## src/rtl/ifu_fetch.sv

```systemverilog
// Instruction fetch unit: PC, credit-limited imem requests, in-order response buffering.
// Define IFU_MISALIGN_CHK_EN to add fetch_misalign and block fetch after a misaligned redirect.
module ifu_fetch #(
    parameter logic [31:0] RESET_PC        = 32'h0000_0000,
    parameter int unsigned FIFO_DEPTH      = 2,
    parameter int unsigned MAX_OUTSTANDING = 2
) (
    input  logic        clk,
    input  logic        rst_n,
    output logic        imem_req,
    output logic [31:0] imem_addr,
    input  logic        imem_gnt,
    input  logic        imem_rvalid,
    input  logic [31:0] imem_rdata,
    input  logic        redirect_valid,
    input  logic [31:0] redirect_pc,
`ifdef IFU_MISALIGN_CHK_EN
    output logic        fetch_misalign,
`endif
    input  logic        inst_ready,
    output logic        inst_valid,
    output logic [31:0] inst,
    output logic [31:0] inst_pc
);
    localparam int unsigned IW = $clog2(FIFO_DEPTH);
    localparam int unsigned TW = (MAX_OUTSTANDING > 1) ? $clog2(MAX_OUTSTANDING) : 1;
    localparam int unsigned CW = $clog2(FIFO_DEPTH + 1);
    localparam int unsigned OW = $clog2(MAX_OUTSTANDING + 1);

    logic [31:0]   pc_q;
    logic          epoch_q;
    logic          active_q;
    logic [OW-1:0] out_cnt_q;
    logic [TW-1:0] trk_wr_q;
    logic [TW-1:0] trk_rd_q;
    logic [31:0]   trk_pc_q    [MAX_OUTSTANDING];
    logic          trk_epoch_q [MAX_OUTSTANDING];
    logic [IW-1:0] buf_wr_q;
    logic [IW-1:0] buf_rd_q;
    logic [CW-1:0] buf_cnt_q;
    logic [31:0]   buf_data_q  [FIFO_DEPTH];
    logic [31:0]   buf_pc_q    [FIFO_DEPTH];

    logic        fetch_block;
    logic        issue;
    logic        rsp;
    logic        buf_push;
    logic        buf_pop;
    logic [31:0] credit_sum;
    logic [31:0] redirect_target;

`ifdef IFU_MISALIGN_CHK_EN
    logic misalign_q;

    assign fetch_block     = misalign_q;
    assign fetch_misalign  = misalign_q;
    assign redirect_target = redirect_pc;

    always_ff @(posedge clk or negedge rst_n) begin
        if (!rst_n) begin
            misalign_q <= 1'b0;
        end else if (redirect_valid) begin
            misalign_q <= |redirect_pc[1:0];
        end
    end
`else
    logic unused_redirect_lsb;

    assign fetch_block         = 1'b0;
    assign redirect_target     = {redirect_pc[31:2], 2'b00};
    assign unused_redirect_lsb = ^redirect_pc[1:0];
`endif

    function automatic logic [TW-1:0] trk_next(input logic [TW-1:0] p);
        return (32'(p) == MAX_OUTSTANDING - 1) ? '0 : p + TW'(1);
    endfunction

    // Credits cover in-flight requests too, so every response is guaranteed a buffer slot.
    assign credit_sum = 32'(out_cnt_q) + 32'(buf_cnt_q);
    assign imem_req   = active_q && !redirect_valid && !fetch_block
                        && (32'(out_cnt_q) < MAX_OUTSTANDING) && (credit_sum < FIFO_DEPTH);
    assign imem_addr  = pc_q;
    assign issue      = imem_req && imem_gnt;
    assign rsp        = imem_rvalid && (out_cnt_q != '0);
    assign buf_push   = rsp && !redirect_valid && (trk_epoch_q[trk_rd_q] == epoch_q);
    assign inst_valid = (buf_cnt_q != '0);
    assign buf_pop    = inst_valid && inst_ready && !redirect_valid;
    assign inst       = inst_valid ? buf_data_q[buf_rd_q] : '0;
    assign inst_pc    = inst_valid ? buf_pc_q[buf_rd_q] : '0;

    always_ff @(posedge clk or negedge rst_n) begin
        if (!rst_n) begin
            pc_q      <= RESET_PC;
            epoch_q   <= 1'b0;
            active_q  <= 1'b0;
            out_cnt_q <= '0;
            trk_wr_q  <= '0;
            trk_rd_q  <= '0;
            buf_wr_q  <= '0;
            buf_rd_q  <= '0;
            buf_cnt_q <= '0;
            for (int i = 0; i < int'(MAX_OUTSTANDING); i++) begin
                trk_pc_q[i]    <= '0;
                trk_epoch_q[i] <= 1'b0;
            end
            for (int i = 0; i < int'(FIFO_DEPTH); i++) begin
                buf_data_q[i] <= '0;
                buf_pc_q[i]   <= '0;
            end
        end else begin
            active_q <= 1'b1;
            if (redirect_valid) begin
                pc_q    <= redirect_target;
                epoch_q <= ~epoch_q;
            end else if (issue) begin
                pc_q <= pc_q + 32'd4;
            end

            if (issue) begin
                trk_pc_q[trk_wr_q]    <= pc_q;
                trk_epoch_q[trk_wr_q] <= epoch_q;
                trk_wr_q              <= trk_next(trk_wr_q);
            end
            if (rsp) begin
                trk_rd_q <= trk_next(trk_rd_q);
            end
            if (issue && !rsp) begin
                out_cnt_q <= out_cnt_q + OW'(1);
            end else if (!issue && rsp) begin
                out_cnt_q <= out_cnt_q - OW'(1);
            end

            if (redirect_valid) begin
                buf_wr_q  <= '0;
                buf_rd_q  <= '0;
                buf_cnt_q <= '0;
            end else begin
                if (buf_push) begin
                    buf_data_q[buf_wr_q] <= imem_rdata;
                    buf_pc_q[buf_wr_q]   <= trk_pc_q[trk_rd_q];
                    buf_wr_q             <= buf_wr_q + IW'(1);
                end
                if (buf_pop) begin
                    buf_rd_q <= buf_rd_q + IW'(1);
                end
                if (buf_push && !buf_pop) begin
                    buf_cnt_q <= buf_cnt_q + CW'(1);
                end else if (!buf_push && buf_pop) begin
                    buf_cnt_q <= buf_cnt_q - CW'(1);
                end
            end
        end
    end
endmodule

```

## config.mk

```make
export PLATFORM = sky130hd
export DESIGN_NAME = ifu_fetch
export DESIGN_NICKNAME = d
export VERILOG_FILES = /design/src/rtl/ifu_fetch.sv
export SDC_FILE = /design/constraint.sdc
export NUM_CORES = 1
export LEC_CHECK = 0
export ABC_AREA = 0
export BUFFER_PORTS_ARGS = -buffer_cell sky130_fd_sc_hd__buf_2
export CAP_MARGIN = 0
export CORE_ASPECT_RATIO = 1.1
export CORE_MARGIN = 10
export CORE_UTILIZATION = 58
export CTS_CLUSTER_SIZE = 8
export DETAILED_ROUTE_END_ITERATION = 8
export MAX_ROUTING_LAYER = met4
export PLACE_DENSITY = 0.91
export SLEW_MARGIN = 20
export SYNTH_ARGS = -nofsm -noshare
export SYNTH_HDL_FRONTEND = slang
export SYNTH_SLANG_ARGS = --single-unit
```

## constraint.sdc

```tcl
create_clock -name clk -period 4.6 [get_ports clk]
set_clock_uncertainty 0.2 [all_clocks]
set_input_delay 0.23 -clock clk [delete_from_list [all_inputs] [get_ports clk]]
set_output_delay 0.23 -clock clk [all_outputs]
set_load 0.005 [all_outputs]
```

== Yosys cells after proc, flatten, opt, wreduce, memory -nomap -nowiden ==
Cells that the tools add are included.

* Register bits: 236
* Output and inout bits: 98
* Logic and storage cells: 107

* Magnitude comparators: 8
* Equal/unequal tests: 1
* Add/subtract/negate cells: 10
* Bitwise operators: 6
* Muxes and demuxes: 37
* Reduce and logical (&&, ||, !) cells: 28

{| class="wikitable"
|+ Operator list
! kind !! number
|-
| 32-bit 2-to-1 mux || 15
|-
| 64-bit bitwise mux || 3
|-
| 32-bit demux with 1-bit select || 2
|-
| 32-bit by 3-bit adder with 32-bit output, second input constant || 1
|-
| 1-bit logical AND || 15
|-
| 2-bit nonzero test || 6
|-
| 1-bit 2-to-1 mux || 10
|-
| 2-bit 2-to-1 mux || 5
|-
| 2-bit >= comparator, second input constant || 4
|-
| 1-bit inverter with 2-bit output || 4
|-
| 1-bit logical NOT || 5
|-
| 1-bit adder, second input constant || 4
|-
| 2-bit by 1-bit adder with 2-bit output, second input constant || 2
|-
| 2-bit by 1-bit < comparator with 1-bit output, second input constant || 2
|-
| 2-bit by 1-bit subtractor with 2-bit output, second input constant || 2
|-
| 2-bit by 2-bit adder with 3-bit output || 1
|-
| 3-bit by 2-bit < comparator with 1-bit output, second input constant || 1
|-
| 3-bit nonzero test || 1
|-
| 2-bit bitwise mux || 1
|-
| 2-bit < comparator, second input constant || 1
|-
| 1-bit inverter || 2
|-
| 2-bit AND reduction || 1
|-
| 1-bit demux with 1-bit select || 1
|-
| 1-bit equality test || 1
|}

== Depth between registers and ports, before layout ==
* Word-level depth: 11
* Depth in mapped cells: 11
* Depth with buffers taken out: 9

== Worst setup path before layout ==
No wires, ideal clock.

* Path type: reg-to-reg
* From: register out_cnt_q[0]
* To: register out_cnt_q[1]
* Buffers on the path: 2
* Stages on the path, launching flop included: 12
* Required time: 4.274 ns
* Period minus slack after synthesis: 2.901 ns
* Arrival: 2.575 ns
* Path slack: 1.699 ns
* Cell sequence: dfrtp_1 -> and2_1 -> fa_1 -> or4b_1 -> or2_1 -> buf_2 -> clkinv_2 -> buf_4 -> ha_1 -> xor2_1 -> nor2_1 -> xor2_1

* Cells in the longest elaborated chain, start to end: 7

{| class="wikitable"
|+ Ends and longest elaborated chain
! element !! RTL line !! source
|-
| start: declaration || 33 || <nowiki>logic [OW-1:0] out_cnt_q;</nowiki>
|-
| start signal: assignment || 128 || <nowiki>out_cnt_q <= out_cnt_q + OW'(1);</nowiki>
|-
| start signal: assignment || 130 || <nowiki>out_cnt_q <= out_cnt_q - OW'(1);</nowiki>
|-
| 2-bit by 2-bit adder with 3-bit output / 2-bit < comparator (equally long branches) || 79, 81 ||
|-
| 3-bit by 2-bit < comparator with 1-bit output / 1-bit logical AND (equally long branches) || 81 || <nowiki>&& (32'(out_cnt_q) < MAX_OUTSTANDING) && (credit_sum < FIFO_DEPTH);</nowiki>
|-
| 1-bit logical AND * || 81 ||
|-
| 1-bit logical AND * || 83 || <nowiki>assign issue = imem_req && imem_gnt;</nowiki>
|-
| via issue || 45 || <nowiki>logic issue;</nowiki>
|-
| 1-bit logical NOT || 129 || <nowiki>end else if (!issue && rsp) begin</nowiki>
|-
| 1-bit logical AND || 129 ||
|-
| 2-bit nonzero test (no source line) || n/a ||
|}

The timed path passes the listed nets; every way through them passes the cells marked *. The select of a mux whose other input is x is not followed.
A chain may end at the register's enable or synchronous reset.

== Final worst setup path ==
* From: register buf_cnt_q[0]
* To: register trk_pc_q[19] in the netlist's numbering

* Cells in the longest elaborated chain, start to end: 4

{| class="wikitable"
|+ Ends and longest elaborated chain
! element !! RTL line !! source
|-
| start: declaration || 40 || <nowiki>logic [CW-1:0] buf_cnt_q;</nowiki>
|-
| start signal: assignment || 147 || <nowiki>buf_cnt_q <= buf_cnt_q + CW'(1);</nowiki>
|-
| start signal: assignment || 149 || <nowiki>buf_cnt_q <= buf_cnt_q - CW'(1);</nowiki>
|-
| 2-bit by 2-bit adder with 3-bit output || 79 || <nowiki>assign credit_sum = 32'(out_cnt_q) + 32'(buf_cnt_q);</nowiki>
|-
| 3-bit by 2-bit < comparator with 1-bit output || 81 ||
|-
| 1-bit logical AND || 81 ||
|-
| 1-bit logical AND || 83 ||
|-
| end signal: indexed assignment || 120 || <nowiki>trk_pc_q[trk_wr_q] <= pc_q;</nowiki>
|-
| end: declaration || 36 || <nowiki>logic [31:0] trk_pc_q [MAX_OUTSTANDING];</nowiki>
|}

No other way between the ends.

==> impl_metrics.csv <==
group,metric,value,unit
routing,detailedRoute.firstIterationViolations,501,
global_route,global_route_wire_length_before_repair,45.7,mm
cells_and_area,multiInputGateArea,0.00466,mm2
placement,port-buffer-count,161,
setup_path,crit-reg2reg-launch,"buf_cnt_q[0]",
sta,min_period_over_period,76.3,%
setup_path,timing.critical_path.required,4.78,ns
global_route,maximum_number_of_pins_on_one_net_before_global_route_repair,145,
floorplan,die_height,162,um
floorplan,dieArea,0.0241,mm2
cts,tritoncts_clock_tree,"done",
routing,firstDrtPassIters,5,
cts,cts.reportedPaths.clkPinSlew,0.05,ns
routing,detail_route.vias_per_cell,5.89,
yosys,ys_ff_latch,226,
routing,route.detailed.wl_per_inst,21.8,um
cells_and_area,most_frequent_standard_cell_in_the_layout_excluding_fill_and_tap_cells,"sky130_fd_sc_hd__dfrtp_1",
yosys,syn-cell-area,0.0106,mm2
routing,remaining_drc_errors,0,
sta,final-setup-viol-count,0,
sta,period_minus_slack,3.51,ns
yosys,synth_largest_type_area_fraction,53.4,%
setup_path,critical_path.reg2reg.endpoint,"trk_pc_q[19]",
power,fin_total_pwr,7700,uW
floorplan,core_area,0.0178,mm2
global_route,first_global_vias,8369,
power,power.ir.vdd_worst,0.403,mV
routing,m1WireLength,11.6,mm
cts,cts_num_sinks,226,
sta,grt_setup_unrepaired,"no",
sta,timing.fmax,285,MHz
routing,antenna_violating_nets_post_route,0,
global_route,gr_overflow_total,0,
floorplan,fp.dieW,149,um
power,power.leakage,0.00625,uW
cells_and_area,n_fill_cell,1062,
placement,numPlacedInstances,1198,
global_route,antenna_found_initial,1,
global_route,groute.usage.overall,24.0,%
cts,cts-htree-levels,2,
setup_path,critPathArrivalTime,3.70,ns
cts,post_cts.repair.setup_buffers,0,
setup_path,ff2ff_setup_slack,1.09,ns
sta,maxSlewHeadroom,37.6,%
setup_path,timing.reg2reg.worst_path_depth,8,
setup_path,cp_num_cells,8,
power,power_per_cell_area,586,mW/mm2
cells_and_area,drive_gt1_share,40.8,%
yosys,ys.warnings.count,0,
routing,top_layer_used,"met4",
sta,setup-tns-final,0,ns
setup_path,worstSetupEndpoint,"trk_pc_q[19]",
cts,insertion_delay,0.50,ns
yosys,synth_enable_flop_cells,0,
floorplan,floorplan.initialDensity,59.5,%
cts,clk_path_buf_depth,3,
yosys,postSynth.asyncResetShare,100,%
cells_and_area,layout.area.seq,0.00566,mm2
setup_path,crit_type,"flop to flop",
setup_path,crit_fanout,36,
yosys,netlist.top_cell.by_area,"sky130_fd_sc_hd__dfrtp_1",
cts,total_cts_buffers,34,
min_path,hold_class,"input port to flop",
flow_run,max-cap-violations,0,
setup_path,worstSetupStartpoint,"buf_cnt_q[0]",
setup_path,cpLargestDelayFamily,"simple AND/OR/NAND/NOR gates",
setup_path,worstPathBufferInverterCount,2,
floorplan,row_count,51,
yosys,number_of_library_cell_types_mapped_by_synthesis,50,
routing,met2WireLength,14.0,mm
sta,hold_viol_final,0,
yosys,synth.yosys.seq_area_share,53.4,%
yosys,ys.flop_type,"sky130_fd_sc_hd__dfrtp_1",
floorplan,boundaryPins,168,
routing,route.met3.wl,2.05,mm
setup_path,crit_path_cell_trace,"and2_1 > fa_1 > or4b_1 > or2_1 > buf_4 > clkinv_2 > nand2_4 > mux2_4",
setup_path,crit_slowest_cell,"sky130_fd_sc_hd__or4b_1",
routing,drt-total-wl,28.5,mm
cells_and_area,num-nets-final,1134,
cts,clk_root_buffer_cell,"sky130_fd_sc_hd__clkbuf_16",
cells_and_area,fin_util,73.8,%
cells_and_area,final_cell_count_no_fill,1303,
cells_and_area,area_growth_syn_to_layout,24.0,%
min_path,hp-start,"imem_rvalid",
setup_path,worst_setup_path_end_kind,"flop",
yosys,synthesis.area_per_instance,12.6,um2
yosys,syn-instance-count,839,
setup_path,cp_slowest_stage_delay,0.54,ns
sta,final_max_slew_viol_count,0,
sta,worstMarginPinSlew,0.933,ns
setup_path,worstSetupStartpointType,"flop",
routing,detailroute.via_count,7672,
placement,hpwlAfterDp,16.7,mm
placement,gp_congestion,0.924,
yosys,synth_area_leaders,"sky130_fd_sc_hd__dfrtp_1, sky130_fd_sc_hd__mux2_2, sky130_fd_sc_hd__mux2i_1",
cells_and_area,layout.cells.most_common_list,"sky130_fd_sc_hd__dfrtp_1, sky130_fd_sc_hd__mux2_2, sky130_fd_sc_hd__buf_2, sky130_fd_sc_hd__nor2_1, sky130_fd_sc_hd__mux2i_1",
run_status,run_status,"finished clean",
## synthesized netlist by cell type (9+ instances only)
library cell and count:
sky130_fd_sc_hd__mux2i_1 66, sky130_fd_sc_hd__clkbuf_1 22, sky130_fd_sc_hd__xor2_1 9, sky130_fd_sc_hd__nor2_1 81
sky130_fd_sc_hd__nand3_1 17, sky130_fd_sc_hd__nor3_1 11, sky130_fd_sc_hd__buf_2 17, sky130_fd_sc_hd__o21ai_0 27
sky130_fd_sc_hd__mux2_4 26, sky130_fd_sc_hd__nand2_1 42, sky130_fd_sc_hd__mux2_2 186, sky130_fd_sc_hd__dfrtp_1 226
## logic make-up after synthesis
logic type / count (synthesis) / share of synthesized area [%]
other cells: 2 / 0.0709
buf+inv: 60 / 2.86
mux: 281 / 30.0
fa+ha+maj: 3 / 0.425
xor+xnor: 16 / 1.32
flops: 226 / 53.4
compound gates: 63 / 3.87
simple gates: 188 / 8.10
## final cells by class
cell class	instances	share of cell area (%)
flip-flops and latches	226	43.1
multi-input cells	556	35.5
repair buffers	238	12.2
clock buffers	35	6.50
well taps	238	2.27
clock inverters	4	0.324
inverters	5	0.152
diodes	1	0.0190
## worst min-delay path by stage
stage | to | slack, ns | cells past startpoint
6_report | trk_rd_q | 0.007 | 3
5_1_grt | buf_pc_q[27] | 0.04 | 2
4_1_cts | trk_rd_q | 0.01 | 3
3_5_place_dp | imem_addr[6] | 0.24 | 3
3_3_place_gp | buf_pc_q[25] | 0.24 | 1
2_1_floorplan | active_q | -0.27 | 0
## flip-flops by register name (all words and copies together) (netlist names), 2 cells and up
name / count
trk_epoch_q: 2
trk_pc_q: 60
buf_data_q: 64
buf_pc_q: 60
out_cnt_q: 2
imem_addr: 30
buf_cnt_q: 2
## stage by stage
step,area (um2),hold WS [ns],setup WS [ns]
2_1_floorplan,10600,-0.266,1.70
3_3_place_gp,11600,0.237,1.16
3_5_place_dp,11600,0.243,1.13
4_1_cts,13100,0.00974,1.11
5_1_grt,13100,0.0407,0.946
6_report,13100,0.00692,1.09
## metal layers
layer | track usage (%) | vias up
li1 | - | 3417
met1 | 29.1 | 3833
met2 | 39.1 | 344
met3 | 5.31 | 78
met4 | 7.99 | 0
met5 | - | -
## power breakdown
part	total, uW	switching, uW	leakage [uW]	internal [uW]
clock	2160	851	0.000440	1310
combinational	2270	999	0.00292	1270
sequential	3260	537	0.00290	2720
## worst reg2reg max path: stages, from the launching register on
cell,delay [ns]
sky130_fd_sc_hd__dfrtp_1,0.46
sky130_fd_sc_hd__and2_1,0.18
sky130_fd_sc_hd__fa_1,0.42
sky130_fd_sc_hd__or4b_1,0.54
sky130_fd_sc_hd__or2_1,0.25
sky130_fd_sc_hd__buf_4,0.25
sky130_fd_sc_hd__clkinv_2,0.25
sky130_fd_sc_hd__nand2_4,0.38
sky130_fd_sc_hd__mux2_4,0.47
## repair_timing
| action | 4_1_cts | 5_1_grt |
|---|---|---|
| endpoints found under the hold margin | 239 | 0 |
| resized for setup | 0 | 0 |
| hold buffers | 64 | 0 |
Power figures use the tool's default switching activity.
